**src/rtl/pdm_speaker_tx_pkg.sv**
```systemverilog
// pdm_speaker_tx_pkg
//   Shared constants for the PDM speaker transmitter: default PCM sample
//   width, decimation ratio (PDM ticks per PCM sample), the offset that maps
//   a signed sample onto the unsigned accumulator range, and the default
//   sample FIFO depth.
package pdm_speaker_tx_pkg;

    localparam int unsigned PCM_WIDTH  = 16;
    localparam int unsigned PDM_DECIM  = 125;
    localparam int unsigned PDM_OFFSET = 32768;
    localparam int unsigned FIFO_DEPTH = 4;

endpackage

```
**src/rtl/pdm_speaker_tx_if.sv**
```systemverilog
// pdm_speaker_tx_if
//   PCM sample write port of the PDM speaker transmitter.
//   dat_i : signed PCM sample          (master -> slave)
//   dv_i  : one-cycle write strobe     (master -> slave)
//   ready : FIFO not full              (slave -> master)
//   level : FIFO occupancy, 0..DEPTH   (slave -> master)
interface pdm_speaker_tx_if
    import pdm_speaker_tx_pkg::*;
#(
    parameter int unsigned WIDTH = PCM_WIDTH,
    parameter int unsigned DEPTH = FIFO_DEPTH
) ();

    logic signed [WIDTH-1:0]      dat_i;
    logic                         dv_i;
    logic                         ready;
    logic [$clog2(DEPTH):0]       level;

    modport master (output dat_i, output dv_i, input ready, input level);
    modport slave  (input dat_i, input dv_i, output ready, output level);

endinterface

```
**src/rtl/pdm_speaker_tx_pcm_fifo.sv**
```systemverilog
// pcm_fifo
//   Small synchronous FIFO for PCM samples.
//   clk, reset : clock, synchronous active-high reset
//   wr, wdata  : write strobe and data (caller guarantees space or a pop)
//   pop        : remove the head entry (caller guarantees non-empty)
//   head       : current head entry
//   count      : occupancy, 0..DEPTH
// Write and pop in the same cycle are allowed even when full.
module pcm_fifo #(
    parameter int unsigned WIDTH = 16,
    parameter int unsigned DEPTH = 4
) (
    input  logic                       clk,
    input  logic                       reset,
    input  logic                       wr,
    input  logic signed [WIDTH-1:0]    wdata,
    input  logic                       pop,
    output logic signed [WIDTH-1:0]    head,
    output logic [$clog2(DEPTH):0]     count
);

    localparam int unsigned AW = $clog2(DEPTH);

    logic signed [WIDTH-1:0] mem [DEPTH];
    logic [AW-1:0]           wptr;
    logic [AW-1:0]           rptr;

    always_ff @(posedge clk) begin
        if (wr) begin
            mem[wptr] <= wdata;
        end
    end

    always_ff @(posedge clk) begin
        if (reset) begin
            wptr  <= '0;
            rptr  <= '0;
            count <= '0;
        end else begin
            if (wr) begin
                wptr <= wptr + 1'b1;
            end
            if (pop) begin
                rptr <= rptr + 1'b1;
            end
            case ({wr, pop})
                2'b10:   count <= count + 1'b1;
                2'b01:   count <= count - 1'b1;
                default: count <= count;
            endcase
        end
    end

    assign head = mem[rptr];

endmodule

```
**src/rtl/pdm_speaker_tx.sv**
```systemverilog
// pdm_speaker_tx
//   First-order PDM modulator driving a speaker/amplifier from buffered PCM.
//   clk      : system clock
//   reset    : synchronous active-high reset
//   sclk     : divided PDM bit clock level, sampled in the clk domain
//   pcm      : sample write port (dat_i, dv_i, ready, level)
//   sclk_o   : sclk delayed one clk cycle
//   pdm_o    : PDM bitstream, updated once per sclk period
//   underrun : sticky, a sample was due while the FIFO was empty
//   overflow : sticky, a write was dropped
module pdm_speaker_tx
    import pdm_speaker_tx_pkg::*;
#(
    parameter int unsigned WIDTH = PCM_WIDTH,
    parameter int unsigned DECIM = PDM_DECIM,
    parameter int unsigned DEPTH = FIFO_DEPTH
) (
    input  logic                clk,
    input  logic                reset,
    input  logic                sclk,
    pdm_speaker_tx_if.slave     pcm,
    output logic                sclk_o,
    output logic                pdm_o,
    output logic                underrun,
    output logic                overflow
);

    localparam int unsigned PW = (DECIM > 1) ? $clog2(DECIM) : 1;
    localparam int unsigned LW = $clog2(DEPTH) + 1;

    logic [PW-1:0]           phase;
    logic signed [WIDTH-1:0] cur;
    logic signed [WIDTH-1:0] head;
    logic signed [WIDTH-1:0] sample;
    logic [15:0]             acc;
    logic [15:0]             u;
    logic [16:0]             s;
    logic [LW-1:0]           count;
    logic                    tick;
    logic                    load;
    logic                    empty;
    logic                    pop;
    logic                    wr;

    // sclk_o doubles as the edge-detect register: a tick is the cycle where
    // sclk is high and its registered copy is still low.
    assign tick  = sclk & ~sclk_o & ~reset;
    assign load  = tick & (phase == PW'(DECIM - 1));
    assign empty = (count == '0);
    assign pop   = load & ~empty;
    assign wr    = pcm.dv_i & ~reset & ((count != LW'(DEPTH)) | pop);

    pcm_fifo #(
        .WIDTH (WIDTH),
        .DEPTH (DEPTH)
    ) u_fifo (
        .clk   (clk),
        .reset (reset),
        .wr    (wr),
        .wdata (pcm.dat_i),
        .pop   (pop),
        .head  (head),
        .count (count)
    );

    // On a load tick the modulator already uses the freshly loaded value.
    always_comb begin
        sample = cur;
        if (load) begin
            sample = empty ? '0 : head;
        end
        u = 16'(sample) + 16'(PDM_OFFSET);
        s = {1'b0, acc} + {1'b0, u};
    end

    always_ff @(posedge clk) begin
        if (reset) begin
            sclk_o   <= 1'b0;
            pdm_o    <= 1'b0;
            acc      <= '0;
            cur      <= '0;
            phase    <= PW'(DECIM - 1);
            underrun <= 1'b0;
            overflow <= 1'b0;
        end else begin
            sclk_o <= sclk;
            if (tick) begin
                phase <= (phase == PW'(DECIM - 1)) ? '0 : phase + 1'b1;
                pdm_o <= s[16];
                acc   <= s[15:0];
            end
            if (load) begin
                cur <= sample;
            end
            if (load && empty) begin
                underrun <= 1'b1;
            end
            if (pcm.dv_i && !wr) begin
                overflow <= 1'b1;
            end
        end
    end

    assign pcm.level = count;
    assign pcm.ready = (count != LW'(DEPTH));

endmodule

```
**src/flat_wrapper.sv**
```systemverilog
// flat-port wrapper written by rule: the top's interface ports become plain ports
module pdm_speaker_tx_flat import pdm_speaker_tx_pkg::*;
#(
    parameter int unsigned WIDTH = PCM_WIDTH,
    parameter int unsigned DECIM = PDM_DECIM,
    parameter int unsigned DEPTH = FIFO_DEPTH
)
  (clk, reset, sclk, sclk_o, pdm_o, underrun, overflow, pcm_dat_i, pcm_dv_i, pcm_ready, pcm_level);
  pdm_speaker_tx_if #(.WIDTH(WIDTH), .DEPTH(DEPTH)) pcm_i ();
  input  logic clk;
  input  logic reset;
  input  logic sclk;
  output logic sclk_o;
  output logic pdm_o;
  output logic underrun;
  output logic overflow;
  input wire logic [$bits(pcm_i.dat_i)-1:0] pcm_dat_i;
  input wire logic [$bits(pcm_i.dv_i)-1:0] pcm_dv_i;
  output wire logic [$bits(pcm_i.ready)-1:0] pcm_ready;
  output wire logic [$bits(pcm_i.level)-1:0] pcm_level;
  assign pcm_i.dat_i = pcm_dat_i;
  assign pcm_i.dv_i = pcm_dv_i;
  assign pcm_ready = pcm_i.ready;
  assign pcm_level = pcm_i.level;
  pdm_speaker_tx #(.WIDTH(WIDTH), .DECIM(DECIM), .DEPTH(DEPTH)) u_core (.clk(clk), .reset(reset), .sclk(sclk), .pcm(pcm_i), .sclk_o(sclk_o), .pdm_o(pdm_o), .underrun(underrun), .overflow(overflow));
endmodule
```
**config.mk**
```make
export PLATFORM = sky130hd
export DESIGN_NAME = pdm_speaker_tx_flat
export DESIGN_NICKNAME = d
export VERILOG_FILES = /design/src/rtl/pdm_speaker_tx_pkg.sv /design/src/rtl/pdm_speaker_tx_if.sv /design/src/rtl/pdm_speaker_tx_pcm_fifo.sv /design/src/rtl/pdm_speaker_tx.sv /design/src/flat_wrapper.sv
export SDC_FILE = /design/constraint.sdc
export NUM_CORES = 1
export LEC_CHECK = 0
export BUFFER_PORTS_ARGS = -buffer_cell sky130_fd_sc_hd__buf_2
export CAP_MARGIN = 20
export CORE_MARGIN = 3
export CORE_UTILIZATION = 48
export DETAILED_ROUTE_END_ITERATION = 8
export HOLD_SLACK_MARGIN = 0.1
export PLACE_DENSITY = 0.65
export SKIP_LAST_GASP = 1
export SYNTH_ARGS = -nofsm -noshare
export SYNTH_HDL_FRONTEND = slang
export SYNTH_SLANG_ARGS = --single-unit
```
**constraint.sdc**
```tcl
create_clock -name clk -period 9.9 [get_ports clk]
set_clock_uncertainty 0.05 [all_clocks]
set_input_delay 0.495 -clock clk [delete_from_list [all_inputs] [get_ports clk]]
set_output_delay 0.495 -clock clk [all_outputs]
set_load 0.02 [all_outputs]
```
## Yosys cells after proc, flatten, opt, wreduce, memory -nomap -nowiden

Memory sizes are Yosys's and may differ from the RTL's. A register that Yosys moved wholly into a read port is not among the register bits.
Cells that the tools add are included.

- Memories kept: 1
- Register bits after elaboration: 50
- Bits in writable memories: 64
- ROM bits: 0
- Bits of input ports: 20
- Latch bits: 0

Memories:

| name | words | width | read ports | clocked after memory_dff | write ports | line | text |
|---|---|---|---|---|---|---|---|
| u_core.u_fifo.mem | 4 | 16 | 1 | 1 | 1 | pdm_speaker_tx_pcm_fifo.sv:24 | `logic signed [WIDTH-1:0] mem [DEPTH];` |

- Shift operators: 0
- Bitwise logic cells: 10
- Reduce and logical (&&, ||, !) cells: 5
- $add $sub $neg: 7
- Divide/modulo/power cells: 0
- $mul: 0
- Mux-type cells: 8
- Equal/unequal tests: 4
- Order comparisons: 0

Operator list:

| cell | number |
|---|---|
| 16-bit two-way mux | 2 |
| 16-bit by 16-bit adder with 17-bit output | 1 |
| 16-bit adder, second input constant | 1 |
| 7-bit by 1-bit adder with 7-bit output, second input constant | 1 |
| 7-bit equality test, second input constant | 1 |
| 7-bit two-way mux | 1 |
| 1-bit bitwise AND | 6 |
| 3-bit one-hot mux with 2 select lines | 1 |
| 2-bit by 1-bit adder with 2-bit output, second input constant | 2 |
| 2-bit two-way mux | 2 |
| 3-bit by 1-bit adder with 3-bit output, second input constant | 1 |
| 3-bit zero test | 1 |
| 3-bit inequality test, second input constant | 1 |
| 1-bit inverter | 3 |
| 3-bit by 1-bit subtractor with 3-bit output, second input constant | 1 |
| 2-bit by 1-bit equality test with 1-bit output, second input constant | 1 |
| 2-bit equality test, second input constant | 1 |
| 1-bit logical AND | 2 |
| 1-bit two-way mux | 2 |
| 2-bit nonzero test | 1 |
| 1-bit zero test | 1 |
| 1-bit bitwise OR | 1 |

## Depth between registers and ports, before layout

- Word-level depth: 9
- Depth in mapped cells: 16

## Hierarchy

From an unflattened synthesis, not the netlist that was laid out.

- Cells, all modules: 430
- Area, all modules: 5173.7 sq um

Modules (own cells, without submodules):

| module | cells each | times used | area each (sq um) |
|---|---|---|---|
| pcm_fifo | 125 | 1 | 2758.9 |
| pdm_speaker_tx | 305 | 1 | 2414.8 |

## Worst setup path before layout

OpenSTA, ideal clock, no wires.

- Path type: input to register
- Start: in reset
- End: reg u_core.acc[14]
- Path buffers: 2
- Data arrival time: 3372 ps
- Stages on the path: 14
- Path slack: 6356 ps
- Path through: or3b_1 -> buf_6 -> nor4_4 -> buf_4 -> a22o_1 -> ha_1 -> inv_1 -> fa_1 -> nor2b_1 -> o2111ai_1 -> a21boi_1 -> a2111oi_2 -> mux2i_1 -> a311o_1

- Cells in the longest elaborated chain, start to end: 6

Ends and longest elaborated chain:

| what | line | text |
|---|---|---|
| from (decl) | flat_wrapper.sv:11 | `input logic reset;` |
| 1-bit inverter | pdm_speaker_tx.sv:47 | `assign tick = sclk & ~sclk_o & ~reset;` |
| 1-bit bitwise AND | pdm_speaker_tx.sv:47 |  |
| 1-bit bitwise AND | pdm_speaker_tx.sv:48 | `assign load = tick & (phase == PW'(DECIM - 1));` |
| 16-bit two-way mux | pdm_speaker_tx.sv:69 | `if (load) begin` |
| via u_core.sample[0] | pdm_speaker_tx.sv:34 | `logic signed [WIDTH-1:0] sample;` |
| 16-bit adder | pdm_speaker_tx.sv:72 | `u = 16'(sample) + 16'(PDM_OFFSET);` |
| 16-bit by 16-bit adder with 17-bit output | pdm_speaker_tx.sv:73 | `s = {1'b0, acc} + {1'b0, u};` |
| to (signal assigned) | pdm_speaker_tx.sv:90 | `acc <= s[15:0];` |
| to (decl) | pdm_speaker_tx.sv:35 | `logic [15:0] acc;` |

The timed path passes the listed nets, and every way through them passes these cells.
A chain may end at the register's enable or synchronous reset.

## Worst setup path in the final report

- Start: in reset
- End: reg u_core.acc[13]

Same word-level chain as after synthesis.

==> impl_metrics.ini <==
[setup_path]
worstSetupPathType = in -> reg
r2r-start = u_core.sclk_o$_SDFF_PP0_
r2r-end = u_core.acc[13]$_SDFFE_PP0P_
cp.arrival_ns = 4.95
cp-endpoint = u_core.acc[13]$_SDFFE_PP0P_
reg2reg_depth = 11
endpoint_kind = register
worstPathMaxFanout = 42
startpoint = reset
crit_required_ns = 10.23
setup.worst_path.start_class = input port
r2r_slack_ns = 5.55

[clock_network]
clkSinkCount = 116
tritoncts = yes
cts_inserted_buffers = 17
htree_num_levels = 4
clkLatencyLatePin_ns = 0.51
cts_setup_buffers = 0
holdBufCountCts = 0
cts_max_path_buffers = 2
clk_pin_slew_ns = 0.06
ctsResizeCount = 0
ctsRootBufferMaster = clkbuf_8

[place]
place_ws_ns = 4.74
post-dp-hpwl_mm = 5.95
io_buffers = 27
gp_congestion = 0.827

[power_and_ir_drop]
power_w = 0.00119
p_int_w = 0.000898
p_sw_frac = 0.246
vdd_ir_drop_max_v = 0.000157
combPwrFrac = 0.078
cellLeakagePower_nw = 2.17
power_switching_w = 0.000292
seq_power_share = 0.451
p_clk_frac = 0.471
power_per_cell_area_mw_per_mm2 = 202

[global_route]
grt_max_degree = 43
grt_pass1_wl_mm = 15.9
first_global_vias = 3212
grtUsageTotal = 0.176
grt_antenna_before_repair = 0
overflow = 0

[synth]
synth_warnings = 0
netlist_instances = 401
synth-edff-count = 64
synth_flop_cell = edfxtp_1
yosys.cell_types.count = 50
synthArstFlopShare = 0
ys_seq_area_frac = 0.580
syn-cell-area_mm2 = 0.00511
synth_nets = 445
synth-seq-cells = 116
syn_avg_cell_area_um2 = 12.7

[sta]
setup_tns_ns = 0
slew_headroom = 0.331
fin_crit_ns = 4.62
tightest_slew_ns = 1.00
rsz0062_at_grt = no
finalHoldViolations = 0
hold_ws_ns = 0.141
fin_ws_ns = 5.28
fmax_ghz = 0.217
fin_crit_sh = 0.466
slew_violations = 0
setup_viol = 0

[routing]
drc = 0
drtAntennaViolNets = 0
drt_first_pass_iters = 4
routed_wl_mm = 9.49
first_iter_violations = 156
via_per_inst = 5.49
wl_per_cell_um = 16.4
vias = 3187

[outcome]
status = complete, no violations

[min_path]
hold_path.class = in -> reg

[layout]
final_common_cell = edfxtp_1
diodes = 0
nets = 475
layout_common_cells = edfxtp_1, dfxtp_1, buf_2
area_growth_pct = 15.4
drive_gt1_frac = 0.182

[die]
die_w_um = 109
die_y_um = 109
start_util = 0.495
io_pins = 28
placementRows = 37
core_mm2 = 0.0103
design.die.area_mm2 = 0.0119

[run]
cap_violations = 0
## synthesized netlist by cell type, drive strengths merged, types with 9 or more instances
library cell | number | share of area
a21oi | 19 | 0.019
a22o | 14 | 0.024
clkbuf | 13 | 0.0095
dfxtp | 52 | 0.20
edfxtp | 64 | 0.38
ha | 22 | 0.054
inv | 15 | 0.011
mux4 | 16 | 0.070
nand2 | 16 | 0.012
nand3 | 11 | 0.011
nor2 | 22 | 0.016
nor2b | 20 | 0.024
nor3 | 9 | 0.0098
o21ai | 20 | 0.020
xnor2 | 10 | 0.017
## worst max-delay path, cell delays in order
cell and delay [ns]:
buf_2 0.34, nor2b_1 0.21, nor2b_1 0.81, nand2_1 0.74
a22oi_1 0.51, inv_1 0.08, ha_1 0.27, a21oi_1 0.08
o211ai_1 0.37, o2111a_1 0.26, o211ai_1 0.10, and4_1 0.22
or3b_2 0.45
## kinds of logic (layout without fill, tap and decap cells)
family / Yosys count / after routing / synth area share
buf+inv: 34 / 77 / 0.0279
compound gates: 87 / 87 / 0.115
fa+ha+maj: 24 / 24 / 0.0617
simple gates: 105 / 105 / 0.112
mux: 18 / 18 / 0.0744
xor+xnor: 17 / 17 / 0.0291
flops: 116 / 116 / 0.580
## registers in the layout, indices dropped and copies added, names as in the netlist, 2 cells and up, named ones only
register,count
u_core.u_fifo.rptr,2
u_core.u_fifo.mem,64
u_core.u_fifo.count,3
u_core.cur,16
u_core.acc,16
u_core.u_fifo.wptr,2
u_core.phase,7
## per-layer routing
metal | track usage | vias to the layer above | routed length, um
met5 | 0 | - | 0
met3 | 0.0480 | 7 | 403
li1 | - | 1577 | -
met1 | 0.238 | 1539 | 4540
met2 | 0.277 | 64 | 4460
met4 | 0.0588 | 0 | 87
## area by class of cell
type                    instances  area [um2]
clock buffers                  18         418
clock inverters                14         129
fillers                       823        4420
inverters                      15        56.3
multi-input cells             251        2010
flip-flops and latches        116        2960
well taps                     136         170
repair buffers                 30         158
## how the worst min path moves through the flow
stage | from | slack, ns | cells after the start | end
2_1_floorplan | u_core.acc[9]$_SDFFE_PP0P_ | 0.40 | 2 | u_core.acc[9]$_SDFFE_PP0P_
3_3_place_gp | u_core.overflow$_SDFFE_PP0P_ | 0.40 | 2 | u_core.overflow$_SDFFE_PP0P_
3_5_place_dp | u_core.underrun$_SDFFE_PP0P_ | 0.40 | 2 | u_core.underrun$_SDFFE_PP0P_
4_1_cts | pcm_dat_i[3] | 0.12 | 1 | u_core.u_fifo.mem[1][3]$_DFFE_PP_
5_1_grt | pcm_dat_i[3] | 0.13 | 1 | u_core.u_fifo.mem[2][3]$_DFFE_PP_
6_report | pcm_dat_i[4] | 0.14 | 1 | u_core.u_fifo.mem[3][4]$_DFFE_PP_
## through the flow
stage / util / area (um2) / std cells
2_1_floorplan: - / 5110 / 401
5_1_grt: 0.572 / 5900 / 580
4_1_cts: 0.572 / 5900 / 580
3_5_place_dp: 0.519 / 5350 / 548
6_report: 0.572 / 5900 / 580
3_3_place_gp: 0.519 / 5350 / 548
## power by group through the flow
| stage | Combinational [W] | Sequential, W | Clock, W |
|---|---|---|---|
| final | 0.0000934 | 0.000537 | 0.000560 |
| after global routing | 0.000105 | 0.000539 | 0.000592 |
| after CTS | 0.0000946 | 0.000537 | 0.000570 |
| after detailed placement | 0.0000937 | 0.000547 | 0 |
| after global placement | 0.0000919 | 0.000546 | 0 |
| after floorplan | 0.0000667 | 0.000547 | 0 |
Power figures use the tool's default switching activity.
